## src/rtl/apb_timer_cfg_master.sv

```systemverilog
// APB initiator: one req/rsp command at a time becomes an APB SETUP/ACCESS transfer; misaligned commands answer with an error without touching APB.
// Define APB_TIMER_CFG_MASTER_TIMEOUT_EN to abort an ACCESS phase that exceeds TIMEOUT_CYCLES cycles.
module apb_timer_cfg_master #(
    parameter int ADDR_WIDTH     = 12,
    parameter int TIMEOUT_CYCLES = 16
) (
    input  logic                  HCLK,
    input  logic                  HRESETn,
    input  logic                  req_valid_i,
    output logic                  req_ready_o,
    input  logic                  req_write_i,
    input  logic [ADDR_WIDTH-1:0] req_addr_i,
    input  logic [31:0]           req_wdata_i,
    output logic                  rsp_valid_o,
    input  logic                  rsp_ready_i,
    output logic [31:0]           rsp_rdata_o,
    output logic                  rsp_err_o,
    output logic                  rsp_timeout_o,
    output logic                  PSEL,
    output logic                  PENABLE,
    output logic                  PWRITE,
    output logic [ADDR_WIDTH-1:0] PADDR,
    output logic [31:0]           PWDATA,
    input  logic                  PREADY,
    input  logic [31:0]           PRDATA,
    input  logic                  PSLVERR
);
    typedef enum logic [1:0] {S_IDLE, S_SETUP, S_ACCESS, S_RESP} state_t;

    state_t                state_q, state_d;
    logic                  write_q, write_d;
    logic [ADDR_WIDTH-1:0] addr_q, addr_d;
    logic [31:0]           wdata_q, wdata_d;
    logic [31:0]           rdata_q, rdata_d;
    logic                  err_q, err_d;
    logic                  misaligned;
    logic                  timeout_hit;
    logic                  apb_busy;

    assign misaligned = (req_addr_i[1:0] != 2'b00);

`ifdef APB_TIMER_CFG_MASTER_TIMEOUT_EN
    localparam int CW = $clog2(TIMEOUT_CYCLES + 1);
    logic [CW-1:0] cnt_q, cnt_d;
    logic          tmo_q, tmo_d;

    // Counts ACCESS cycles without PREADY; expires on the last allowed cycle.
    always_comb begin
        cnt_d = cnt_q;
        if (state_q == S_SETUP)
            cnt_d = '0;
        else if (state_q == S_ACCESS && !PREADY)
            cnt_d = cnt_q + 1'b1;
    end

    assign timeout_hit = (state_q == S_ACCESS) && !PREADY &&
                         (cnt_q == CW'(TIMEOUT_CYCLES - 1));

    always_comb begin
        tmo_d = tmo_q;
        if (state_q == S_IDLE && req_valid_i)
            tmo_d = 1'b0;
        else if (timeout_hit)
            tmo_d = 1'b1;
        else if (state_q == S_RESP && rsp_ready_i)
            tmo_d = 1'b0;
    end

    always_ff @(posedge HCLK) begin
        if (!HRESETn) begin
            cnt_q <= '0;
            tmo_q <= 1'b0;
        end else begin
            cnt_q <= cnt_d;
            tmo_q <= tmo_d;
        end
    end

    assign rsp_timeout_o = tmo_q;
`else
    assign timeout_hit   = 1'b0;
    assign rsp_timeout_o = 1'b0;
`endif

    always_ff @(posedge HCLK) begin
        if (!HRESETn) begin
            state_q <= S_IDLE;
            write_q <= 1'b0;
            addr_q  <= '0;
            wdata_q <= '0;
            rdata_q <= '0;
            err_q   <= 1'b0;
        end else begin
            state_q <= state_d;
            write_q <= write_d;
            addr_q  <= addr_d;
            wdata_q <= wdata_d;
            rdata_q <= rdata_d;
            err_q   <= err_d;
        end
    end

    always_comb begin
        state_d = state_q;
        case (state_q)
            S_IDLE:   if (req_valid_i) state_d = misaligned ? S_RESP : S_SETUP;
            S_SETUP:  state_d = S_ACCESS;
            S_ACCESS: if (PREADY || timeout_hit) state_d = S_RESP;
            S_RESP:   if (rsp_ready_i) state_d = S_IDLE;
            default:  state_d = S_IDLE;
        endcase
    end

    // Write data is captured as zero for reads so PWDATA stays quiet on read transfers.
    always_comb begin
        write_d = write_q;
        addr_d  = addr_q;
        wdata_d = wdata_q;
        rdata_d = rdata_q;
        err_d   = err_q;
        case (state_q)
            S_IDLE: begin
                if (req_valid_i) begin
                    write_d = req_write_i;
                    addr_d  = req_addr_i;
                    wdata_d = req_write_i ? req_wdata_i : 32'h0;
                    rdata_d = 32'h0;
                    err_d   = misaligned;
                end
            end
            S_ACCESS: begin
                if (PREADY) begin
                    err_d   = PSLVERR;
                    rdata_d = (!write_q && !PSLVERR) ? PRDATA : 32'h0;
                end else if (timeout_hit) begin
                    err_d   = 1'b1;
                    rdata_d = 32'h0;
                end
            end
            S_RESP: begin
                if (rsp_ready_i) begin
                    rdata_d = 32'h0;
                    err_d   = 1'b0;
                end
            end
            default: ;
        endcase
    end

    always_comb begin
        apb_busy    = (state_q == S_SETUP) || (state_q == S_ACCESS);
        req_ready_o = HRESETn && (state_q == S_IDLE);
        PSEL        = apb_busy;
        PENABLE     = (state_q == S_ACCESS);
        PWRITE      = apb_busy ? write_q : 1'b0;
        PADDR       = apb_busy ? addr_q : '0;
        PWDATA      = apb_busy ? wdata_q : 32'h0;
        rsp_valid_o = (state_q == S_RESP);
        rsp_rdata_o = rdata_q;
        rsp_err_o   = err_q;
    end
endmodule

```

## config.mk

```make
export PLATFORM = sky130hd
export DESIGN_NAME = apb_timer_cfg_master
export DESIGN_NICKNAME = d
export VERILOG_FILES = /design/src/rtl/apb_timer_cfg_master.sv
export SDC_FILE = /design/constraint.sdc
export NUM_CORES = 1
export LEC_CHECK = 0
export ABC_AREA = 1
export CAP_MARGIN = 20
export CORE_AREA = 3 3 114 116
export CTS_CLUSTER_SIZE = 16
export DETAILED_ROUTE_END_ITERATION = 12
export DIE_AREA = 0 0 117 119
export PLACE_DENSITY_LB_ADDON = 0.05
export SYNTH_ARGS = -nofsm -noshare
export SYNTH_HDL_FRONTEND = slang
export SYNTH_SLANG_ARGS = --single-unit
```

## constraint.sdc

```tcl
create_clock -name HCLK -period 3.65 [get_ports HCLK]
set_input_delay 0.365 -clock HCLK [delete_from_list [all_inputs] [get_ports HCLK]]
set_output_delay 0.365 -clock HCLK [all_outputs]
set_load 0.1 [all_outputs]
```

### After elaboration in Yosys (flattened, before gate mapping)

Cells that the tools add are included.

| cells by class | value |
|---|---|
| bitwise operators | 0 |
| multiply operators | 0 |
| magnitude comparators | 0 |
| reduce and logical (&&, ||, !) cells | 11 |
| shift-type cells | 0 |
| eq/ne operators | 6 |
| multiplexer cells | 18 |
| $add $sub $neg | 0 |
| divide/modulo/power cells | 0 |

Operators with widths:

| operator | number |
|---|---|
| 32-bit two-way mux | 6 |
| 32-bit case mux with 3 select lines | 1 |
| 12-bit two-way mux | 1 |
| 2-bit two-way mux | 4 |
| 2-bit case mux with 4 select lines | 1 |
| 2-bit equality test, second input constant | 2 |
| 1-bit two-way mux | 4 |
| 2-bit by 1-bit inequality test with 1-bit output, second input constant | 2 |
| 4-bit AND reduction | 1 |
| 1-bit case mux with 3 select lines | 1 |
| 3-bit AND reduction | 1 |
| 3-bit nonzero test | 1 |
| 2-bit by 1-bit equality test with 1-bit output, second input constant | 1 |
| 1-bit logical AND | 2 |
| 1-bit logical NOT | 2 |
| 2-bit logical NOT | 1 |
| 2-bit inequality test, second input constant | 1 |
| 2-bit AND reduction | 1 |
| 2-bit nonzero test | 1 |
| 1-bit logical OR | 1 |

| word-level totals | value |
|---|---|
| bits in registers | 80 |
| latch bits | 0 |
| output and inout bits | 83 |
| RAM bits | 0 |
| ROM bits | 0 |
| bits of input ports | 83 |
| logic and storage cells | 41 |
| memories | 0 |

### Longest topological paths before layout

| depth | value |
|---|---|
| depth after elaboration | 5 |
| gate-level depth with buffers | 11 |

### Worst setup path after synthesis

No wires, ideal clock.

| timing | value |
|---|---|
| path type | register to output |
| start point | reg state_q[0] |
| end point | out PADDR[10] |
| arrival | 2,541 ps |
| buffers on the path | 2 |
| path slack | 744 ps |
| stages on the path, launching flop included | 7 |
| cells stage by stage | dfxtp_1 -> inv_1 -> ha_1 -> buf_2 -> buf_1 -> nand2_1 -> inv_1 |

| between the ends | value |
|---|---|
| word-level cells in the longest chain between the ends | 3 |

RTL lines:

| element | RTL line | source |
|---|---|---|
| from (decl) | 30 | `state_t state_q, state_d;` |
| from (signal assigned) | 94 | `state_q <= state_d;` |
| 2-bit by 1-bit equality test with 1-bit output or 2-bit equality test (tied branches) | 151 | `apb_busy = (state_q == S_SETUP) \|\| (state_q == S_ACCESS);` |
| 1-bit logical OR * | 151 |  |
| named net PSEL | 19 | `output logic PSEL,` |
| 12-bit two-way mux * | 156 | `PADDR = apb_busy ? addr_q : '0;` |
| to (decl) | 22 | `output logic [ADDR_WIDTH-1:0] PADDR,` |

Mark *: on every way through the listed nets, which the timed path passes. The rest lies on a longest branch.

### Final worst setup path

| timing | value |
|---|---|
| start point | reg state_q[0] |
| end point | out PWDATA[7] |

| between the ends | value |
|---|---|
| word-level cells in the longest chain between the ends | 3 |

RTL lines:

| element | RTL line | source |
|---|---|---|
| 2-bit by 1-bit equality test with 1-bit output or 2-bit equality test (tied branches) | 151 |  |
| 1-bit logical OR * | 151 |  |
| 32-bit two-way mux * | 157 | `PWDATA = apb_busy ? wdata_q : 32'h0;` |
| to (decl) | 23 | `output logic [31:0] PWDATA,` |

Every way passes the cells marked *; elsewhere a longest branch is shown, timed or not.

==> impl_summary.log <==
INFO  metric outcome = finished clean
INFO  metric finalWorstSetupSlack = roughly 0.99 ns
INFO  metric yosysSeqAreaShare = 0.445
INFO  metric dr.pass1.iters = 4
INFO  metric critical_path.cell_chain = inv_1, ha_1, buf_4, nand2_1, inv_1, buf_4
INFO  metric clk_root_buffer_cell = sky130_fd_sc_hd__clkbuf_16
INFO  metric syn_area_per_cell = 6.56 um2
INFO  metric finalCritPeriodShare = 0.729
INFO  metric rows = 40
INFO  metric clkTransAtPathRegs = roughly 0.060 ns
INFO  metric detailroute.via_count = 3668
INFO  metric max_freq = 0.376 GHz
INFO  metric timing.critical_path.to_type = primary output
INFO  metric regArea = 1600 um2
INFO  metric die_x = 117 um
INFO  metric grt_usage = 0.152
INFO  metric path_class = reg -> out
INFO  metric crit_fanout = 30
INFO  metric clkLatencyLatePin = 0.34 ns
INFO  metric postCtsSetupBuffers = 0
INFO  metric via_count_of_the_first_global_routing_pass = 3604
INFO  metric rsz0062_at_grt = false
INFO  metric fraction_of_final_layout_cells_with_drive_strength_greater_than_1 = 0.107
INFO  metric hp-class = reg -> reg
INFO  metric detailedRoute.firstIterationViolations = 168
INFO  metric report.final.setup_viol = 0
INFO  metric tritoncts.num_buffers = 9
INFO  metric route.antenna.remaining_nets = 0
INFO  metric data_arrival_critical_path = about 2.3 ns
INFO  metric ys.flop_type = sky130_fd_sc_hd__dfxtp_1
INFO  metric place_congestion = 0.733
INFO  metric multiInputGateArea = 1570 um2
INFO  metric number_of_levels_in_the_clock_h_tree = 3
INFO  metric die_height = 119 um
INFO  metric post_synth_arst_share = 0
INFO  metric timing.max_cap.violations = 0
INFO  metric areaGrowthSynthToFinish = 52.9%
INFO  metric final_slew_violations = 0
INFO  metric detail_route.drc_violations = 0
INFO  metric syn-cell-area = roughly 3600 um2
INFO  metric avg_wl_per_cell = 12.4 um
INFO  metric nNetsFinal = 781
INFO  metric dpl.hpwl = 7.17 mm
INFO  metric wire_length_of_the_first_global_routing_pass = 16.9 mm
INFO  metric synth_area_leaders = sky130_fd_sc_hd__dfxtp_1 45%, sky130_fd_sc_hd__nand2_1 20%, sky130_fd_sc_hd__nor2_1 9.4%
INFO  metric final_hold_violation_count = 0
INFO  metric post-synth-top-area-cell = sky130_fd_sc_hd__dfxtp_1
INFO  metric postRouteWirelength = 10.4 mm
INFO  metric worst_path_largest_cell_delay = roughly 0.65 ns
INFO  metric synth_top_cell_area_share = 0.445
INFO  metric cts.sinks = 80
INFO  metric cts-root-to-sink-buffers = 2
INFO  metric num_antenna_cells = 0
INFO  metric syn-instance-count = approximately 550
INFO  metric timing.max_slew.rel_slack = 0.328
INFO  metric crit_path_start_kind = register
INFO  metric grt_antenna_before_repair = 0
INFO  metric cts.hold.buffers_added = 0
INFO  metric clock_tree_from_tritoncts = yes
INFO  metric viasPerCell = 4.34
INFO  metric cts_resized = 0
INFO  metric yosysMostFrequentCell = sky130_fd_sc_hd__nand2_1
INFO  metric synth-seq-cells = 80
INFO  metric ys_top_cells_by_count = 187 x sky130_fd_sc_hd__nand2_1, 90 x sky130_fd_sc_hd__nor2_1, 80 x sky130_fd_sc_hd__dfxtp_1, 59 x sky130_fd_sc_hd__inv_1, 35 x sky130_fd_sc_hd__a21oi_1
INFO  metric synth-edff-count = 0
INFO  metric io-pin-count = 166
INFO  metric ys_warns = 0
INFO  metric period_minus_slack = 2.66 ns
INFO  metric globalRoute.totalOverflow = 0
INFO  metric finish.utilization = 0.458
INFO  metric fp.dieArea = 13900 um2
INFO  metric worst_pin_slew = roughly 1.0 ns
INFO  metric core_area = 12000 um2
INFO  metric placement.io_buffers = 164
INFO  metric grt_start_max_net_pins = 66
INFO  metric floorplan.initialDensity = 0.299
INFO  metric worst-endpoint-required = 3.28 ns
INFO  metric place_worst_setup_slack = 1.29 ns
INFO  metric tns = 0 ns
INFO  metric worst_path_max_delay_cell = sky130_fd_sc_hd__ha_1
INFO  metric num-fill-cells = 1283
INFO  metric finClkSkew = approximately 0.0052 ns
INFO  metric mappedNetlistNets = roughly 640
INFO  metric post_synth_num_cell_types = 21
[critical path, delay by kind of cell (launching register included)]
family	cells	cell delay [ns]
buf+inv	4	0.84
fa+ha+maj	1	0.65
flops	1	0.35
simple gates	1	0.10
[final timing paths]
check | start | to | slack (ns) | cells past startpoint
max | state_q[0]$_SDFFE_PN0P_ | PWDATA[7] | 0.99 | 6
max reg2reg | state_q[0]$_SDFFE_PN0P_ | rsp_rdata_o[8]$_SDFFE_PN0P_ | 1.53 | 10
min reg2reg | wdata_q[14]$_SDFFE_PN0P_ | wdata_q[14]$_SDFFE_PN0P_ | 0.46 | 2
min | wdata_q[14]$_SDFFE_PN0P_ | wdata_q[14]$_SDFFE_PN0P_ | 0.46 | 2
[cell type report]
cell class | instances | area share
multi-input cells | 372 | 0.286
flip-flops and latches | 80 | 0.291
clock buffers | 14 | 0.0498
repair buffers | 170 | 0.288
clock inverters | 2 | 0.0109
inverters | 60 | 0.0410
well taps | 147 | 0.0334
[placed cells by master (no fill, tap or decap), drive strengths merged]
| master | netlist | layout |
|---|---|---|
| nor3 | 1 | 1 |
| a21boi | 1 | 1 |
| nor2 | 92 | 92 |
| dfxtp | 80 | 80 |
| o21ai | 14 | 14 |
| a21oi | 35 | 35 |
| buf | 24 | 55 |
| conb | 1 | 1 |
| clkdlybuf4s50 | 0 | 115 |
| and2 | 1 | 1 |
| nand2 | 189 | 189 |
| ha | 5 | 5 |
| inv | 60 | 60 |
| bufinv | 0 | 2 |
| clkbuf | 12 | 14 |
| nand3 | 33 | 33 |
[kinds of logic after synthesis]
kind of cell,count (synthesis),share of synthesized area
AND/OR/NAND/NOR,316,0.347
adder cells (fa/ha/maj),5,0.0174
buffers and inverters,96,0.119
AO/OA/AOI/OAI,50,0.0703
other,1,0.00104
flip-flops,80,0.445
[through the flow]
stage	area [um2]	instances	hold slack, ns
after floorplan	3600	548	0.446
after global placement	5140	828	0.453
after detailed placement	5140	828	0.459
after CTS	5470	844	0.469
after global routing	5500	845	0.479
final	5500	845	0.464
[flip-flops by register name, summed over array words and instances, names as in the netlist]
register,cells
wdata_q,32
rsp_rdata_o,32
addr_q,12
write_q,1
state_q,2
rsp_err_o,1
[metal layers]
metal,wire length (um),track usage
met1,4590,0.183
met3,839,0.0554
met2,4800,0.245
met5,0,0
met4,208,0.0609
Power is left out: the tool's default activity adds up to more than one toggle a clock period on the data nets, which glitch-free logic cannot reach.
